[config.mk]
export PLATFORM = sky130hd
export DESIGN_NAME = sdram_arbiter
export DESIGN_NICKNAME = d
export VERILOG_FILES = /design/src/rtl/sdram_arb_pkg.sv /design/src/rtl/sdram_arb_tag_fifo.sv /design/src/rtl/sdram_arbiter.sv
export SDC_FILE = /design/constraint.sdc
export NUM_CORES = 1
export LEC_CHECK = 0
export ABC_AREA = 1
export CAP_MARGIN = 10
export CORE_ASPECT_RATIO = 0.5
export CORE_MARGIN = 2
export CORE_UTILIZATION = 38
export CTS_CLUSTER_DIAMETER = 80
export DETAILED_ROUTE_END_ITERATION = 8
export PLACE_DENSITY = 0.8
export SLEW_MARGIN = 20
export SYNTH_ARGS = -nofsm -noshare
export SYNTH_HDL_FRONTEND = slang
export SYNTH_SLANG_ARGS = --single-unit
[constraint.sdc]
create_clock -name clk_clk -period 2.5 [get_ports clk_clk]
set_clock_uncertainty 0.15 [all_clocks]
set_input_delay 0.5 -clock clk_clk [delete_from_list [all_inputs] [get_ports clk_clk]]
set_output_delay 0.5 -clock clk_clk [all_outputs]
set_load 0.05 [all_outputs]
[src/rtl/sdram_arb_pkg.sv]
// rtl/sdram_arb_pkg.sv - shared types and default widths for the SDRAM arbiter
package sdram_arb_pkg;

  typedef logic req_id_t;

  localparam req_id_t REQ_VIDEO = 1'b0;
  localparam req_id_t REQ_CPU   = 1'b1;

  localparam int DEF_ADDR_W          = 24;
  localparam int DEF_DATA_W          = 16;
  localparam int DEF_MAX_OUTSTANDING = 8;
  localparam int DEF_STARVE_LIMIT    = 16;

endpackage

[src/rtl/sdram_arb_tag_fifo.sv]
// rtl/sdram_arb_tag_fifo.sv - in-order requester-ID FIFO for outstanding reads
module sdram_arb_tag_fifo
  import sdram_arb_pkg::*;
#(
  parameter int DEPTH = DEF_MAX_OUTSTANDING
) (
  input  logic    clk,
  input  logic    rst_n,
  input  logic    push,
  input  req_id_t push_id,
  input  logic    pop,
  output req_id_t pop_id,
  output logic    full,
  output logic    empty
);

  localparam int AW = $clog2(DEPTH);

  req_id_t        mem [DEPTH];
  logic [AW-1:0]  wr_ptr;
  logic [AW-1:0]  rd_ptr;
  logic [AW:0]    count;
  logic           do_push;
  logic           do_pop;

  assign do_push = push && !full;
  assign do_pop  = pop && !empty;
  assign full    = (count == (AW+1)'(DEPTH));
  assign empty   = (count == '0);
  assign pop_id  = mem[rd_ptr];

  always_ff @(posedge clk) begin
    if (do_push) mem[wr_ptr] <= push_id;
  end

  // DEPTH is a power of two, so the pointers wrap naturally.
  always_ff @(posedge clk or negedge rst_n) begin
    if (!rst_n) begin
      wr_ptr <= '0;
      rd_ptr <= '0;
      count  <= '0;
    end else begin
      if (do_push) wr_ptr <= wr_ptr + 1'b1;
      if (do_pop)  rd_ptr <= rd_ptr + 1'b1;
      if (do_push && !do_pop)      count <= count + 1'b1;
      else if (do_pop && !do_push) count <= count - 1'b1;
    end
  end

endmodule

[src/rtl/sdram_arbiter.sv]
// rtl/sdram_arbiter.sv - two-port Avalon-MM arbiter in front of the SDRAM controller
module sdram_arbiter
  import sdram_arb_pkg::*;
#(
  parameter int ADDR_W          = DEF_ADDR_W,
  parameter int DATA_W          = DEF_DATA_W,
  parameter int MAX_OUTSTANDING = DEF_MAX_OUTSTANDING,
  parameter int STARVE_LIMIT    = DEF_STARVE_LIMIT
) (
  input  logic                  clk_clk,
  input  logic                  reset_reset_n,
  input  logic [ADDR_W-1:0]     r0_address,
  input  logic                  r0_read,
  input  logic                  r0_write,
  input  logic [DATA_W-1:0]     r0_writedata,
  input  logic [DATA_W/8-1:0]   r0_byteenable,
  output logic                  r0_waitrequest,
  output logic [DATA_W-1:0]     r0_readdata,
  output logic                  r0_readdatavalid,
  input  logic [ADDR_W-1:0]     r1_address,
  input  logic                  r1_read,
  input  logic                  r1_write,
  input  logic [DATA_W-1:0]     r1_writedata,
  input  logic [DATA_W/8-1:0]   r1_byteenable,
  output logic                  r1_waitrequest,
  output logic [DATA_W-1:0]     r1_readdata,
  output logic                  r1_readdatavalid,
  output logic [ADDR_W-1:0]     m_address,
  output logic                  m_read,
  output logic                  m_write,
  output logic [DATA_W-1:0]     m_writedata,
  output logic [DATA_W/8-1:0]   m_byteenable,
  input  logic                  m_waitrequest,
  input  logic [DATA_W-1:0]     m_readdata,
  input  logic                  m_readdatavalid,
  output logic                  err_rdv
);

  localparam int CNT_W = $clog2(STARVE_LIMIT + 1);

  logic                 fifo_full;
  logic                 fifo_empty;
  req_id_t              pop_id;
  logic                 slot_free;
  logic                 cand0;
  logic                 cand1;
  logic                 starved;
  logic                 grant0;
  logic                 grant1;
  logic                 push;
  logic                 pop;
  logic [CNT_W-1:0]     starve_cnt;
  logic [ADDR_W-1:0]    sel_address;
  logic [DATA_W-1:0]    sel_writedata;
  logic [DATA_W/8-1:0]  sel_byteenable;
  logic                 sel_read;
  logic                 sel_write;

  assign slot_free = !(m_read || m_write) || !m_waitrequest;
  assign cand0     = r0_write || (r0_read && !fifo_full);
  assign cand1     = r1_write || (r1_read && !fifo_full);
  assign starved   = (starve_cnt == CNT_W'(STARVE_LIMIT));
  assign grant1    = slot_free && cand1 && (starved || !cand0);
  assign grant0    = slot_free && cand0 && !grant1;

  // Reset gating keeps both masters stalled while the core is held in reset.
  assign r0_waitrequest = !(grant0 && reset_reset_n);
  assign r1_waitrequest = !(grant1 && reset_reset_n);

  assign push = (grant0 && r0_read) || (grant1 && r1_read);
  assign pop  = m_readdatavalid && !fifo_empty;

  always_comb begin
    sel_address    = r0_address;
    sel_writedata  = r0_writedata;
    sel_byteenable = r0_byteenable;
    sel_read       = r0_read;
    sel_write      = r0_write;
    if (grant1) begin
      sel_address    = r1_address;
      sel_writedata  = r1_writedata;
      sel_byteenable = r1_byteenable;
      sel_read       = r1_read;
      sel_write      = r1_write;
    end
  end

  always_ff @(posedge clk_clk or negedge reset_reset_n) begin
    if (!reset_reset_n) begin
      m_address    <= '0;
      m_read       <= 1'b0;
      m_write      <= 1'b0;
      m_writedata  <= '0;
      m_byteenable <= '0;
    end else if (slot_free) begin
      m_read  <= (grant0 || grant1) && sel_read;
      m_write <= (grant0 || grant1) && sel_write;
      if (grant0 || grant1) begin
        m_address    <= sel_address;
        m_writedata  <= sel_writedata;
        m_byteenable <= sel_byteenable;
      end
    end
  end

  always_ff @(posedge clk_clk or negedge reset_reset_n) begin
    if (!reset_reset_n) begin
      starve_cnt <= '0;
    end else if (grant1 || !(r1_read || r1_write)) begin
      starve_cnt <= '0;
    end else if (!starved) begin
      starve_cnt <= starve_cnt + 1'b1;
    end
  end

  sdram_arb_tag_fifo #(
    .DEPTH (MAX_OUTSTANDING)
  ) u_tag_fifo (
    .clk     (clk_clk),
    .rst_n   (reset_reset_n),
    .push    (push),
    .push_id (grant1 ? REQ_CPU : REQ_VIDEO),
    .pop     (pop),
    .pop_id  (pop_id),
    .full    (fifo_full),
    .empty   (fifo_empty)
  );

  // Data arriving with nothing outstanding is dropped and flagged.
  always_ff @(posedge clk_clk or negedge reset_reset_n) begin
    if (!reset_reset_n) begin
      r0_readdata      <= '0;
      r1_readdata      <= '0;
      r0_readdatavalid <= 1'b0;
      r1_readdatavalid <= 1'b0;
      err_rdv          <= 1'b0;
    end else begin
      r0_readdatavalid <= pop && (pop_id == REQ_VIDEO);
      r1_readdatavalid <= pop && (pop_id == REQ_CPU);
      if (pop) begin
        r0_readdata <= m_readdata;
        r1_readdata <= m_readdata;
      end
      if (m_readdatavalid && fifo_empty) err_rdv <= 1'b1;
    end
  end

endmodule
==> out/qor.csv <==
stage,metric,value,unit
sta,hold_viol,0,
routing,drt_first_pass_iters,4,
synthesis,synth_area,4190,sq um
placed_design,dp_cells,766,
floorplanning,dieArea,11900,sq um
sta,worst_pin_slew,0.725,ns
cts,clk_path_buf_depth,2,
floorplanning,core-area,10900,sq um
pwr,intPower,4420,uW
cells_and_area,fin_nets,755,
pwr,ir_drop,0.380,mV
floorplanning,ios,189,
worst_setup_path,worstPathArrival,2.56,ns
cells_and_area,final_cell_mix,"clkdlybuf4s50_1, nand2_1, nand3_1, dfrtp_1, buf_4",
routing,ant_nets,0,
global_routing,first_global_vias,3761,
pwr,swShare,46.2,%
sta,slew_viol_final,0,
routing,vias,3802,
floorplanning,die_x,153,um
pwr,p_seq_share,27.9,%
sta,max_slew_margin,51.7,%
sta,setup_viol,0,
cts,cts.sinks,86,
floorplanning,start_util,38.6,%
synthesis,yosysSeqAreaShare,52.3,%
worst_setup_path,critPathMaxFanout,3,
job,maxCapViolCount,0,
placed_design,routabilityCongestion,0.769,
synthesis,synth_cell_type_count,34,
synthesis,ys_seq_elements,86,
pwr,power.leakage,0.00294,uW
pwr,p_per_area,1230,nW/um^2
sta,fin_tns_setup,0,ns
worst_setup_path,critPathKind,reg -> reg,
placed_design,dp_hpwl,7.87,mm
cts,cts_tree,yes,
sta,fin_crit,2.49,ns
global_routing,globalRoute.totalOverflow,0,
global_routing,grt_max_degree,79,
pwr,power.total,8200,uW
pwr,switchingPower,3790,uW
global_routing,antenna_found_initial,0,
cells_and_area,synthToLayoutAreaGrowth,59.6,%
synthesis,synth.avg_cell_area,9.49,sq um
global_routing,grt_pass1_wl,18.4,mm
synthesis,syn_nets,558,
cts,cts.clk_slew.worst_paths,0.07,ns
sta,whs,0.201,ns
cells_and_area,diodes,0,
cells_and_area,final_cells,789,
cts,cts_buffers,9,
routing,viasPerCell,4.82,
cts,htree_num_levels,3,
cts,cts_root_buf,clkbuf_16,
cts,clk_latency,0.33,ns
routing,routed_wl,11.4,mm
cells_and_area,drive_gt1_share,17.7,%
global_routing,grt_util_all_layers,19.2,%
sta,fin_crit_sh,99.7,%
routing,wl_per_cell,14.5,um
worst_setup_path,cp-start-kind,flip-flop,
worst_setup_path,end_kind,flip-flop,
pwr,pwr-share-clk,16.2,%
sta,fmax,401,MHz
cts,holdBufCountCts,0,
synthesis,ys_warn_count,0,
routing,first_iter_violations,259,
min_path,hold_class,in -> async,
cells_and_area,layout_commonest_cell,clkdlybuf4s50_1,
synthesis,synth_cells,442,
status,status,"finished, final reports clean",
sta,rsz0062_at_grt,yes,
routing,drc,0,
placed_design,post_dp_cell_area,6270,sq um
pwr,pwr-share-comb,55.8,%
worst_setup_path,cp.required,2.57,ns
floorplanning,die_height,78.3,um
worst_setup_path,r2r_cells,19,
floorplanning,std_cell_rows,27,
cells_and_area,design_area,6690,sq um
placed_design,io_buffers,188,
-- cell type report --
class                   count  area [sq um]
fillers                   911          4190
repair buffers            222          2220
clock buffers               9           225
inverters                  19          78.8
multi-input cells         301          1710
clock inverters             7          73.8
flip-flops and latches     86          2200
well taps                 145           181
-- synth_stat cells, drive strengths merged --
cell | number | area (sq um)
a21o | 1 | 7.51
dfrtp | 78 | 1950
inv | 19 | 76.3
o221ai | 1 | 8.76
nor2 | 25 | 111
a21oi | 4 | 20.0
a31o | 1 | 8.76
mux2 | 16 | 180
nand4 | 1 | 6.26
buf | 35 | 283
nand2 | 126 | 533
o21ai | 8 | 40.0
clkbuf | 1 | 3.75
edfxtp | 8 | 240
o22ai | 1 | 6.26
nor3 | 1 | 5.00
xnor2 | 4 | 35.0
xor2 | 4 | 35.0
or2 | 3 | 18.8
fa | 1 | 20.0
nand3 | 97 | 516
ha | 7 | 87.6
-- what timing repair did --
item	CTS	global route
endpoints found under the setup margin	4	3
resized for setup	13	1
cloned	1	0
setup buffers	5	1
pin swaps	9	1
-- worst paths after layout --
check	endpoint	start	slack (ns)
setup reg to reg	u_tag_fifo.count[3]	u_tag_fifo.count[0]	0.007
min in group clk_clk	err_rdv	err_rdv	0.33
setup / recovery	u_tag_fifo.count[3]	u_tag_fifo.count[0]	0.007
hold / removal	r1_readdata[2]	reset_reset_n	0.20
hold reg to reg	err_rdv	err_rdv	0.33
max in group asynchronous	m_write	reset_reset_n	1.48
-- power groups by stage --
stage               sequential [uW]  combinational, uW  clock [uW]
floorplan                      3640               1670           0
global placement               2280               4430           0
detailed placement             2310               4500           0
CTS                            2290               4590        1360
global route                   2360               4840        1430
finish                         2290               4580        1330
-- per-stage QoR --
stage | worst slack [ns] | util [%]
after detailed placement | -0.491 | 57.7
after global placement | -0.412 | 57.7
final | 0.00666 | 61.5
after global routing | -0.120 | 61.5
after floorplan | -0.0946 | -
after CTS | 0.00279 | 61.4
-- flip-flops by register name, indices dropped and copies added, names as in the netlist --
name	flops
u_tag_fifo.wr_ptr	3
r0_readdatavalid	1
m_write	1
err_rdv	1
m_read	1
u_tag_fifo.rd_ptr	3
m_writedata	16
r1_readdata	16
m_address	24
u_tag_fifo.mem	8
m_byteenable	2
starve_cnt	5
u_tag_fifo.count	4
r1_readdatavalid	1
-- layer usage --
metal	vias to the layer above	part of all wire, %	GRT usage (%)
met5	-	0	0
met4	0	2.0	5.37
met3	26	4.3	4.25
met2	113	54	36.3
met1	1830	40	22.0
li1	1833	-	-
-- critical path: stages, from the launching register on --
cell     delay, ns
dfrtp_1       0.41
nor2_4        0.16
nand2_4       0.08
nand2_2       0.07
nand2_2       0.06
nand2_2       0.10
nand2_4       0.09
nand3_4       0.08
nand2_4       0.06
nand2_4       0.07
inv_2         0.04
ha_4          0.16
inv_4         0.06
ha_4          0.19
a21o_1        0.18
a21oi_2       0.13
nand2_1       0.06
nand2_1       0.05
nor2_1        0.04
xor2_1        0.13
-- logic make-up (layout without fill, tap and decap cells) --
family / after synthesis / in the layout / share of synthesized area, %
AOI/OAI and AO/OA: 16 / 16 / 2.18
muxes: 16 / 16 / 4.30
adders and majority gates: 8 / 8 / 2.57
and+or+nand+nor: 253 / 253 / 28.4
DFF: 86 / 86 / 52.3
xor gates and xnor gates: 8 / 8 / 1.67
buffers and inverters: 55 / 257 / 8.65
Power figures use the tool's default switching activity.
